$ cat src/rtl/if_id_queue_pkg.sv
// Shared definitions for the fetch/decode boundary: datapath width, the
// bubble instruction shown to decode when nothing is buffered, and the
// fetch-packet layout that fetch, the queue and decode all agree on.
package if_id_queue_pkg;

   localparam int XLEN = 32;

   // addi x0,x0,0 -- a harmless bubble for decode when the queue is empty.
   localparam logic [XLEN-1:0] NOP_INSTR = 32'h00000013;

   typedef struct packed {
      logic [XLEN-1:0] pc;
      logic [XLEN-1:0] instr;
   } fetch_pkt_t;

endpackage : if_id_queue_pkg

$ cat src/rtl/if_id_queue_mem.sv
// DEPTH-entry fetch-packet storage: one synchronous write port and one
// asynchronous read port. Only the queue's pointers decide which entries
// hold live data, so the array itself never needs clearing.
module if_id_queue_mem
   import if_id_queue_pkg::*;
#(
   parameter int DEPTH = 4,
   parameter int AW    = $clog2(DEPTH)
) (
   input  logic          clk,
   input  logic          we,
   input  logic [AW-1:0] waddr,
   input  fetch_pkt_t    wdata,
   input  logic [AW-1:0] raddr,
   output fetch_pkt_t    rdata
);

   fetch_pkt_t mem_q [DEPTH];
   fetch_pkt_t mem_d [DEPTH];

   // Next array contents: hold every entry, overwrite the addressed one on write.
   always_comb begin
      mem_d = mem_q;
      if (we) begin
         mem_d[waddr] = wdata;
      end
   end

   // Storage register.
   // NOTE: the array has no reset on purpose -- stale entries are unreachable
   // once the pointers and count are cleared, and a reset here only costs area.
   always_ff @(posedge clk) begin
      mem_q <= mem_d;
   end

   assign rdata = mem_q[raddr];

endmodule : if_id_queue_mem

$ cat src/rtl/if_id_queue.sv
// IF/ID decoupling queue: buffers {pc, instr} pairs from fetch and hands
// them to decode in order over a valid/ready handshake. A taken-jump
// redirect (flush) discards everything buffered.
// DEPTH must be a power of two and at least 2 so the pointers wrap naturally.
// Optional build macro IF_ID_BYPASS_EN: when the queue is empty a valid
// input pair is forwarded combinationally to decode (zero-latency path).
module if_id_queue
   import if_id_queue_pkg::XLEN;
   import if_id_queue_pkg::fetch_pkt_t;
#(
   parameter int              DEPTH     = 4,
   parameter logic [XLEN-1:0] NOP_INSTR = if_id_queue_pkg::NOP_INSTR
) (
   input  logic                     clk,
   input  logic                     reset,
   input  logic                     flush,
   input  logic                     in_valid,
   input  logic [XLEN-1:0]          in_pc,
   input  logic [XLEN-1:0]          in_instr,
   output logic                     in_ready,
   output logic                     out_valid,
   output logic [XLEN-1:0]          out_pc,
   output logic [XLEN-1:0]          out_instr,
   input  logic                     out_ready,
   output logic [$clog2(DEPTH):0]   count
);

   localparam int AW = $clog2(DEPTH);
   localparam int CW = AW + 1;

   logic [AW-1:0] wr_ptr_q, wr_ptr_d;
   logic [AW-1:0] rd_ptr_q, rd_ptr_d;
   logic [CW-1:0] count_q,  count_d;

   fetch_pkt_t in_pkt;
   fetch_pkt_t head_pkt;
   logic       empty;
   logic       bypass;
   logic       push;
   logic       pop;
   logic       mem_we;

   if_id_queue_mem #(
      .DEPTH (DEPTH),
      .AW    (AW)
   ) u_mem (
      .clk   (clk),
      .we    (mem_we),
      .waddr (wr_ptr_q),
      .wdata (in_pkt),
      .raddr (rd_ptr_q),
      .rdata (head_pkt)
   );

   // Handshake and decode-facing outputs; apart from the optional bypass these
   // depend on registered state only, so no input reaches an output.
   // NOTE: every signal gets a default first so no path through the block can
   // leave a value unassigned and infer a latch.
   always_comb begin
      in_pkt    = '{pc: in_pc, instr: in_instr};
      empty     = (count_q == '0);
      bypass    = 1'b0;
`ifdef IF_ID_BYPASS_EN
      bypass    = empty && in_valid && !flush;
`endif
      // No pop-through: a full queue refuses input even while decode pops.
      in_ready  = (count_q < CW'(DEPTH));
      out_valid = !empty || bypass;
      out_pc    = '0;
      out_instr = NOP_INSTR;
      if (bypass) begin
         out_pc    = in_pc;
         out_instr = in_instr;
      end else if (!empty) begin
         out_pc    = head_pkt.pc;
         out_instr = head_pkt.instr;
      end
      // Pops only ever come from stored entries; a bypassed pair that decode
      // takes immediately is never written at all.
      pop  = !empty && out_ready;
      push = in_valid && in_ready && !(bypass && out_ready);
   end

   // Next pointer and occupancy state; flush overrides any same-cycle push/pop.
   always_comb begin
      wr_ptr_d = wr_ptr_q;
      rd_ptr_d = rd_ptr_q;
      count_d  = count_q;
      mem_we   = 1'b0;
      if (flush) begin
         wr_ptr_d = '0;
         rd_ptr_d = '0;
         count_d  = '0;
      end else begin
         if (push) begin
            mem_we   = 1'b1;
            wr_ptr_d = wr_ptr_q + 1'b1;
         end
         if (pop) begin
            rd_ptr_d = rd_ptr_q + 1'b1;
         end
         unique case ({push, pop})
            2'b10:   count_d = count_q + 1'b1;
            2'b01:   count_d = count_q - 1'b1;
            default: count_d = count_q;
         endcase
      end
   end

   // State registers with synchronous active-low reset.
   // NOTE: sequential state uses non-blocking assignments so every flop samples
   // its _d value from before the edge, independent of statement order.
   always_ff @(posedge clk) begin
      if (!reset) begin
         wr_ptr_q <= '0;
         rd_ptr_q <= '0;
         count_q  <= '0;
      end else begin
         wr_ptr_q <= wr_ptr_d;
         rd_ptr_q <= rd_ptr_d;
         count_q  <= count_d;
      end
   end

   assign count = count_q;

endmodule : if_id_queue
$ cat config.mk
export PLATFORM = sky130hd
export DESIGN_NAME = if_id_queue
export DESIGN_NICKNAME = d
export VERILOG_FILES = /design/src/rtl/if_id_queue_pkg.sv /design/src/rtl/if_id_queue_mem.sv /design/src/rtl/if_id_queue.sv
export SDC_FILE = /design/constraint.sdc
export NUM_CORES = 1
export LEC_CHECK = 0
export ABC_CLOCK_PERIOD_IN_PS = 4700
export CAP_MARGIN = 20
export CELL_PAD_IN_SITES_DETAIL_PLACEMENT = 1
export CELL_PAD_IN_SITES_GLOBAL_PLACEMENT = 2
export CORE_ASPECT_RATIO = 1.25
export CORE_UTILIZATION = 47
export CTS_BUF_LIST = sky130_fd_sc_hd__clkbuf_8
export CTS_CLUSTER_SIZE = 12
export DETAILED_ROUTE_END_ITERATION = 8
export GPL_TIMING_DRIVEN = 1
export PLACE_DENSITY_LB_ADDON = 0.1
export SLEW_MARGIN = 15
export SYNTH_ARGS = -nofsm -noshare
export SYNTH_HDL_FRONTEND = slang
export SYNTH_SLANG_ARGS = --single-unit
$ cat constraint.sdc
create_clock -name clk -period 4.7 [get_ports clk]
set_input_delay 0.94 -clock clk [delete_from_list [all_inputs] [get_ports clk]]
set_output_delay 0.94 -clock clk [all_outputs]
set_load 0.02 [all_outputs]
==> impl_table.tex, run 1 <==
\begin{tabular}{lr}
\hline
Metric & Value \\
\hline
\multicolumn{2}{l}{\textbf{Pwr}} \\
\quad Total power of the final layout & about 4.7 mW \\
\quad Power density relative to cell area & between 300 and 400 nW/um2 \\
\quad Pint & roughly 3.7 mW \\
\quad Net Sw Frac & 0.214 \\
\quad Static Leak & slightly below 4 nW \\
\quad Clk network pwr share & 0.366 \\
\quad Sequential fraction of design power & 0.561 \\
\quad Net switching power & 1.01 mW \\
\quad Max VDD drop & between 0.0002 and 0.00025 V \\
\quad Combinational group share of total power & 0.074 \\
\multicolumn{2}{l}{\textbf{Critical path}} \\
\quad Worst path max stage delay & 570 ps \\
\quad Worst path arrival time & roughly 2800 ps \\
\quad Worst Path Required & 3760 ps \\
\quad Highest fanout seen on the critical path & 20 \\
\quad Worst setup path category & reg -> out \\
\quad List of cells traversed by the critical path & buf\_4, mux4\_2, nor2b\_1, clkdlybuf4s50\_1 \\
\quad Worst R2R Setup Slack & between 2000 and 2500 ps \\
\quad Startpoint kind of the worst setup timing path & register \\
\quad Worst path top cell family by delay & buffers and inverters \\
\quad Crit. End Element & primary output \\
\quad Slowest cell on the critical path & mux4\_2 \\
\quad Worst path buffer plus inverter count & 2 \\
\multicolumn{2}{l}{\textbf{Floorplan}} \\
\quad Die Ht & between 150 and 200 um \\
\quad Count of standard-cell rows & between 50 and 60 \\
\quad Floorplan die width & 133 um \\
\quad I/O pin count & around 140 \\
\quad Die footprint & 22100 um2 \\
\quad Starting density of the core & 0.481 \\
\quad Core Region & around 21000 um2 \\
\multicolumn{2}{l}{\textbf{Placement}} \\
\quad Last weighted congestion value of the routability-driven placer & 0.686 \\
\quad Placed instance area & between 10000 and 15000 um2 \\
\quad IO buf count & around 140 \\
\quad Placed Cells incl. Taps & roughly 850 \\
\quad Pre-CTS setup slack & roughly 1400 ps \\
\quad Detailed-placement wirelength estimate & $\sim$11000 um \\
\multicolumn{2}{l}{\textbf{STA}} \\
\quad Sum Neg Setup Slack & 0 ps \\
\quad RSZ-0062 raised after global routing & no \\
\quad Pin slew with the least headroom to its limit & between 1000 and 1500 ps \\
\quad Worst-case clock skew & 12.1 ps \\
\quad Max Transition Viols Final & 0 \\
\quad Worst slew slack as a fraction of its limit & 0.305 \\
\quad Post-route fraction of the period consumed by the critical path & 0.796 \\
\quad Final hold viol count & 0 \\
\quad Smallest setup slack after layout & around 960 ps \\
\quad Peak Freq & 0.267 GHz \\
\quad Setup-violating endpoint count in the final report & 0 \\
\quad Fin Hold WS & approximately 550 ps \\
\quad Shortest period the worst path allows & between 3000 and 4000 ps \\
\multicolumn{2}{l}{\textbf{CTS}} \\
\quad Number of instances resized during post-cts repair & 0 \\
\quad Maximum clock insertion buffer count & 3 \\
\quad Hold-fix buffers at CTS & 0 \\
\quad Number of clock sinks seen by CTS & between 200 and 300 \\
\quad Clock tree root driver cell & clkbuf\_8 \\
\quad TritonCTS clock tree & done \\
\quad Max H-tree Level & 2 \\
\quad Number of clock buffers inserted by TritonCTS & 41 \\
\quad Post CTS Setup Buffer Count & 0 \\
\quad Clock latency at the later pin of the worst-skew pair & around 530 ps \\
\quad Clock-pin slew of the registers on the worst-case setup and hold paths & $\sim$60 ps \\
\multicolumn{2}{l}{\textbf{Layout}} \\
\quad Most common cell after layout, fill and taps aside & edfxtp\_1 \\
\quad Post-route design area & 12500 um2 \\
\quad Fraction of layout cells with a size suffix above 1 & 0.190 \\
\quad Net count of the finished layout & roughly 700 \\
\quad Final design utilization & 0.595 \\
\quad Final instance count without filler cells & between 900 and 1000 \\
\quad Area growth syn-to-layout & 23.7\% \\
\quad Most frequent cells in the layout & 256 x edfxtp\_1, 137 x clkdlybuf4s50\_1, 64 x mux4\_2 \\
\multicolumn{2}{l}{\textbf{Routing}} \\
\quad Total via count in the routed design & between 4000 and 5000 \\
\quad Number of design-rule violations left by the first detailed-router iteration & $\sim$250 \\
\quad First-pass iteration count of the detailed router & 4 \\
\quad Final WL & roughly 20000 um \\
\quad Remaining DRCs & 0 \\
\quad Detail-routed via count per cell & 5.27 \\
\quad Antenna violation net count after detailed routing & 0 \\
\quad Routed length per instance & around 21 um \\
\multicolumn{2}{l}{\textbf{Global routing}} \\
\quad All-Layer GR Usage & 0.185 \\
\quad Antenna violations before repair & 1 \\
\quad Wire length of the first global-routing pass & roughly 30000 um \\
\quad Gr ovfl total & 0 \\
\quad Maximum number of pins on one net before global-route repair & between 60 and 70 \\
\quad Via count of the first global-routing pass & roughly 5500 \\
\multicolumn{2}{l}{\textbf{Synthesis}} \\
\quad Cell area after synthesis & about 10000 um2 \\
\quad Total of flip-flops plus latches after synthesis & about 260 \\
\quad Post-synth cell types & 24 \\
\quad Post-synthesis net count & roughly 530 \\
\quad Post-Synthesis Mean Instance Area & approximately 22 um2 \\
\quad Number of warnings issued by yosys & 0 \\
\quad Gate Count Post-Synth & 456 \\
\quad Sequential fraction of the synthesis area & 0.776 \\
\multicolumn{2}{l}{\textbf{Job}} \\
\quad Max-cap violation count & 0 \\
\multicolumn{2}{l}{\textbf{Run status}} \\
\quad Status & complete, no violations \\
\multicolumn{2}{l}{\textbf{Worst hold path}} \\
\quad Type of the most critical hold path & reg -> reg \\
\hline
\end{tabular}
-- metal layers --
layer,part of all wire,track usage,vias to the layer above,wire length (um)
met1,0.42,0.234,2517,8140
met5,0,0,-,0
met3,0.047,0.0403,29,924
met4,0.018,0.0575,0,352
met2,0.52,0.318,140,10100
li1,-,-,2165,-
-- state kept, by name, indices dropped and copies added, names as in the netlist --
name / count
rd_ptr_q: 2
wr_ptr_q: 2
count: 3
u_mem.mem_q: 256
-- cells by family (layout without fill, tap and decap cells) --
kind of cell	Yosys count	after routing	share of synthesized area
DFF	263	263	0.776
and+or+nand+nor	80	80	0.0480
muxes	65	65	0.144
buffers and inverters	32	222	0.0171
adders and majority gates	6	6	0.00819
AOI/OAI and AO/OA	6	6	0.00323
xor gates and xnor gates	4	4	0.00347
other	0	1	0
-- worst min-delay path: stages, from the launching register on --
cell	delay, ps
dfxtp_1	330
mux2i_1	130
nor2_1	50
-- Yosys cell counts --
library cell    n  area share
mux4_2         64        0.14
and3_1          4      0.0025
buf_4           2      0.0015
edfxtp_1      256        0.76
buf_1           1     0.00037
nor3_2          1     0.00099
buf_2           6      0.0030
or3_1           2      0.0012
mux2i_1         1     0.00099
nor2b_1        62       0.038
xnor2_1         1     0.00087
xor2_1          3      0.0026
ha_1            5      0.0062
o21ai_0         2     0.00099
clkbuf_1        8      0.0030
o31ai_1         1     0.00074
nor2_1          6      0.0022
dfxtp_1         7       0.014
fa_1            1      0.0020
or2_1           3      0.0019
nand2_1         2     0.00074
a21oi_1         3      0.0015
inv_1          10      0.0037
buf_6           5      0.0056
-- layout make-up --
cell class	count	area [um2]
fillers	1834	8490
clock inverters	26	129
repair buffers	143	1430
multi-input cells	161	2110
clock buffers	43	592
inverters	10	37.5
flip-flops and latches	263	7840
well taps	274	343
diodes	1	2.50
-- path summary, 6_finish.rpt --
path | from | endpoint | cells after the start
worst max-delay path | rd_ptr_q[0] | out_pc[15] | 4
worst min-delay path | wr_ptr_q[1] | wr_ptr_q[1] | 2
worst max register to register | count[2] | u_mem.mem_q[181] | 2
worst min register to register | wr_ptr_q[1] | wr_ptr_q[1] | 2
-- power groups by stage --
stage | Combinational (mW) | Clock (mW) | Sequential (mW)
3_3_place_gp | 0.343 | 0 | 2.68
5_1_grt | 0.370 | 1.86 | 2.63
4_1_cts | 0.352 | 1.77 | 2.63
3_5_place_dp | 0.351 | 0 | 2.68
2_1_floorplan | 0.162 | 0 | 2.68
6_report | 0.345 | 1.72 | 2.63
Note: power is estimated with default switching activity, not from simulation.
==> run 2, diff against run 1 <==
ABC_CLOCK_PERIOD_IN_PS = 3600   (was 4700)
CORE_UTILIZATION = 44   (was 47)
clock period = 3.6 ns   (was 4.7 ns; I/O delays follow)
==> impl_table.tex, run 2 (synthesized netlist as in run 1, its figures left out) <==
\begin{tabular}{lr}
\hline
Metric & Value \\
\hline
\multicolumn{2}{l}{\textbf{Critical path}} \\
\quad List of cells traversed by the critical path & buf\_12, mux4\_2, or2\_1, clkdlybuf4s50\_1 \\
\quad Worst path top cell family by delay & buffers and inverters \\
\quad Worst Path Required & about 2900 ps \\
\quad Highest fanout seen on the critical path & 36 \\
\quad Worst path buffer plus inverter count & 2 \\
\quad Startpoint kind of the worst setup timing path & register \\
\quad Worst setup path category & reg -> out \\
\quad Crit. End Element & primary output \\
\quad Worst path max stage delay & roughly 570 ps \\
\quad Worst path arrival time & between 2000 and 3000 ps \\
\quad Slowest cell on the critical path & clkdlybuf4s50\_1 \\
\multicolumn{2}{l}{\textbf{Pwr}} \\
\quad Max VDD drop & about 0.00032 V \\
\quad Pint & 4.82 mW \\
\quad Net switching power & 1.33 mW \\
\quad Power density relative to cell area & 486 nW/um2 \\
\quad Net Sw Frac & 0.216 \\
\quad Sequential fraction of design power & 0.558 \\
\quad Clk network pwr share & 0.367 \\
\quad Combinational group share of total power & 0.076 \\
\quad Static Leak & $\sim$4.0 nW \\
\multicolumn{2}{l}{\textbf{Floorplan}} \\
\quad Starting density of the core & 0.451 \\
\quad I/O pin count & $\sim$140 \\
\quad Floorplan die width & between 100 and 150 um \\
\quad Core Region & roughly 22000 um2 \\
\quad Die Ht & 171 um \\
\quad Count of standard-cell rows & just over 60 \\
\quad Die footprint & 23500 um2 \\
\multicolumn{2}{l}{\textbf{CTS}} \\
\quad TritonCTS clock tree & done \\
\quad Clock-pin slew of the registers on the worst-case setup and hold paths & about 60 ps \\
\quad Max H-tree Level & 2 \\
\quad Number of clock sinks seen by CTS & 263 \\
\quad Number of clock buffers inserted by TritonCTS & just over 40 \\
\quad Number of instances resized during post-cts repair & 0 \\
\quad Maximum clock insertion buffer count & 3 \\
\quad Clock latency at the later pin of the worst-skew pair & $\sim$530 ps \\
\quad Post CTS Setup Buffer Count & 0 \\
\quad Clock tree root driver cell & clkbuf\_8 \\
\quad Hold-fix buffers at CTS & 0 \\
\multicolumn{2}{l}{\textbf{Layout}} \\
\quad Most common cell after layout, fill and taps aside & edfxtp\_1 \\
\quad Fraction of layout cells with a size suffix above 1 & 0.204 \\
\quad Number of filler instances in the final layout & just under 2000 \\
\quad Area growth syn-to-layout & 25.5\% \\
\quad Max FFs per register & approximately 260 \\
\quad Most frequent cells in the layout & 256 x edfxtp\_1, 137 x clkdlybuf4s50\_1, 64 x mux4\_2 \\
\quad Largest register by flop count & u\_mem.mem\_q \\
\quad Post-route design area & about 13000 um2 \\
\quad Net count of the finished layout & between 700 and 800 \\
\multicolumn{2}{l}{\textbf{Global routing}} \\
\quad Gr ovfl total & 0 \\
\quad Antenna violations before repair & 2 \\
\quad Maximum number of pins on one net before global-route repair & just over 50 \\
\quad All-Layer GR Usage & 0.181 \\
\quad Wire length of the first global-routing pass & slightly above 30000 um \\
\quad Via count of the first global-routing pass & around 5500 \\
\multicolumn{2}{l}{\textbf{STA}} \\
\quad Shortest period the worst path allows & between 3000 and 4000 ps \\
\quad Post-route fraction of the period consumed by the critical path & 0.904 \\
\quad RSZ-0062 raised after global routing & no \\
\quad Pin slew with the least headroom to its limit & between 600 and 700 ps \\
\quad Setup-violating endpoint count in the final report & 0 \\
\quad Final hold viol count & 0 \\
\quad Max Transition Viols Final & 0 \\
\quad Sum Neg Setup Slack & 0 ps \\
\quad Peak Freq & a little over 0.3 GHz \\
\quad Worst slew slack as a fraction of its limit & 0.587 \\
\quad Fin Hold WS & around 580 ps \\
\quad Worst-case clock skew & 15.2 ps \\
\multicolumn{2}{l}{\textbf{Routing}} \\
\quad Number of design-rule violations left by the first detailed-router iteration & approximately 220 \\
\quad Remaining DRCs & 0 \\
\quad Detail-routed via count per cell & about 5.2 \\
\quad Total via count in the routed design & approximately 4900 \\
\quad First-pass iteration count of the detailed router & 4 \\
\quad Final WL & around 20000 um \\
\quad Routed length per instance & roughly 22 um \\
\quad Antenna violation net count after detailed routing & 0 \\
\multicolumn{2}{l}{\textbf{Placement}} \\
\quad Last weighted congestion value of the routability-driven placer & about 0.71 \\
\quad Placed instance area & between 10000 and 15000 um2 \\
\quad IO buf count & about 140 \\
\quad Detailed-placement wirelength estimate & 12400 um \\
\multicolumn{2}{l}{\textbf{Worst hold path}} \\
\quad Type of the most critical hold path & reg -> reg \\
\multicolumn{2}{l}{\textbf{Job}} \\
\quad Max-cap violation count & 0 \\
\multicolumn{2}{l}{\textbf{Run status}} \\
\quad Status & complete, no violations \\
\hline
\end{tabular}
## run 2: path summary, 6_finish.rpt
path	depth (start not counted)	from	to	slack, ps
setup / recovery	4	rd_ptr_q[0]	out_instr[1]	350
hold / removal	2	wr_ptr_q[1]	wr_ptr_q[1]	580
setup reg to reg	8	count[2]	count[2]	1430
hold reg to reg	2	wr_ptr_q[1]	wr_ptr_q[1]	580
## run 2: metal layers
metal | up-vias | GRT usage | share of wire
li1 | 2195 | - | -
met1 | 2565 | 0.220 | 0.40
met2 | 136 | 0.317 | 0.53
met3 | 48 | 0.0389 | 0.048
met4 | 0 | 0.0612 | 0.025
met5 | - | 0 | 0
## run 2: worst min-delay path, delay by kind of cell, from the launching register on
| kind | cells | cell delay (ps) |
|---|---|---|
| AND/OR/NAND/NOR | 1 | 50 |
| multiplexers | 1 | 140 |
| flip-flops | 1 | 340 |
## run 2: layout make-up
cell class              count  area [um2]  share of cell area
clock inverters            28         138              0.0109
inverters                  10        37.5             0.00296
multi-input cells         161        2110               0.167
diodes                      1        2.50            0.000198
repair buffers            153        1590               0.126
well taps                 283         354              0.0280
flip-flops and latches    263        7840               0.619
clock buffers              43         592              0.0467
## run 2: power by group through the flow
stage | Sequential [mW] | Clock, mW | Combinational [mW]
after global routing | 3.43 | 2.44 | 0.502
after global placement | 3.49 | 0 | 0.465
after CTS | 3.43 | 2.33 | 0.477
after detailed placement | 3.49 | 0 | 0.475
after floorplan | 3.50 | 0 | 0.212
final | 3.43 | 2.25 | 0.466
## run 2: stage by stage
step,setup WS [ps],util,power (mW),std cells
after CTS,253,0.566,6.23,941
after detailed placement,667,0.533,3.97,870
after floorplan,528,-,3.71,456
after global routing,225,0.566,6.37,941
after global placement,715,0.533,3.95,870
final,346,0.566,6.15,942
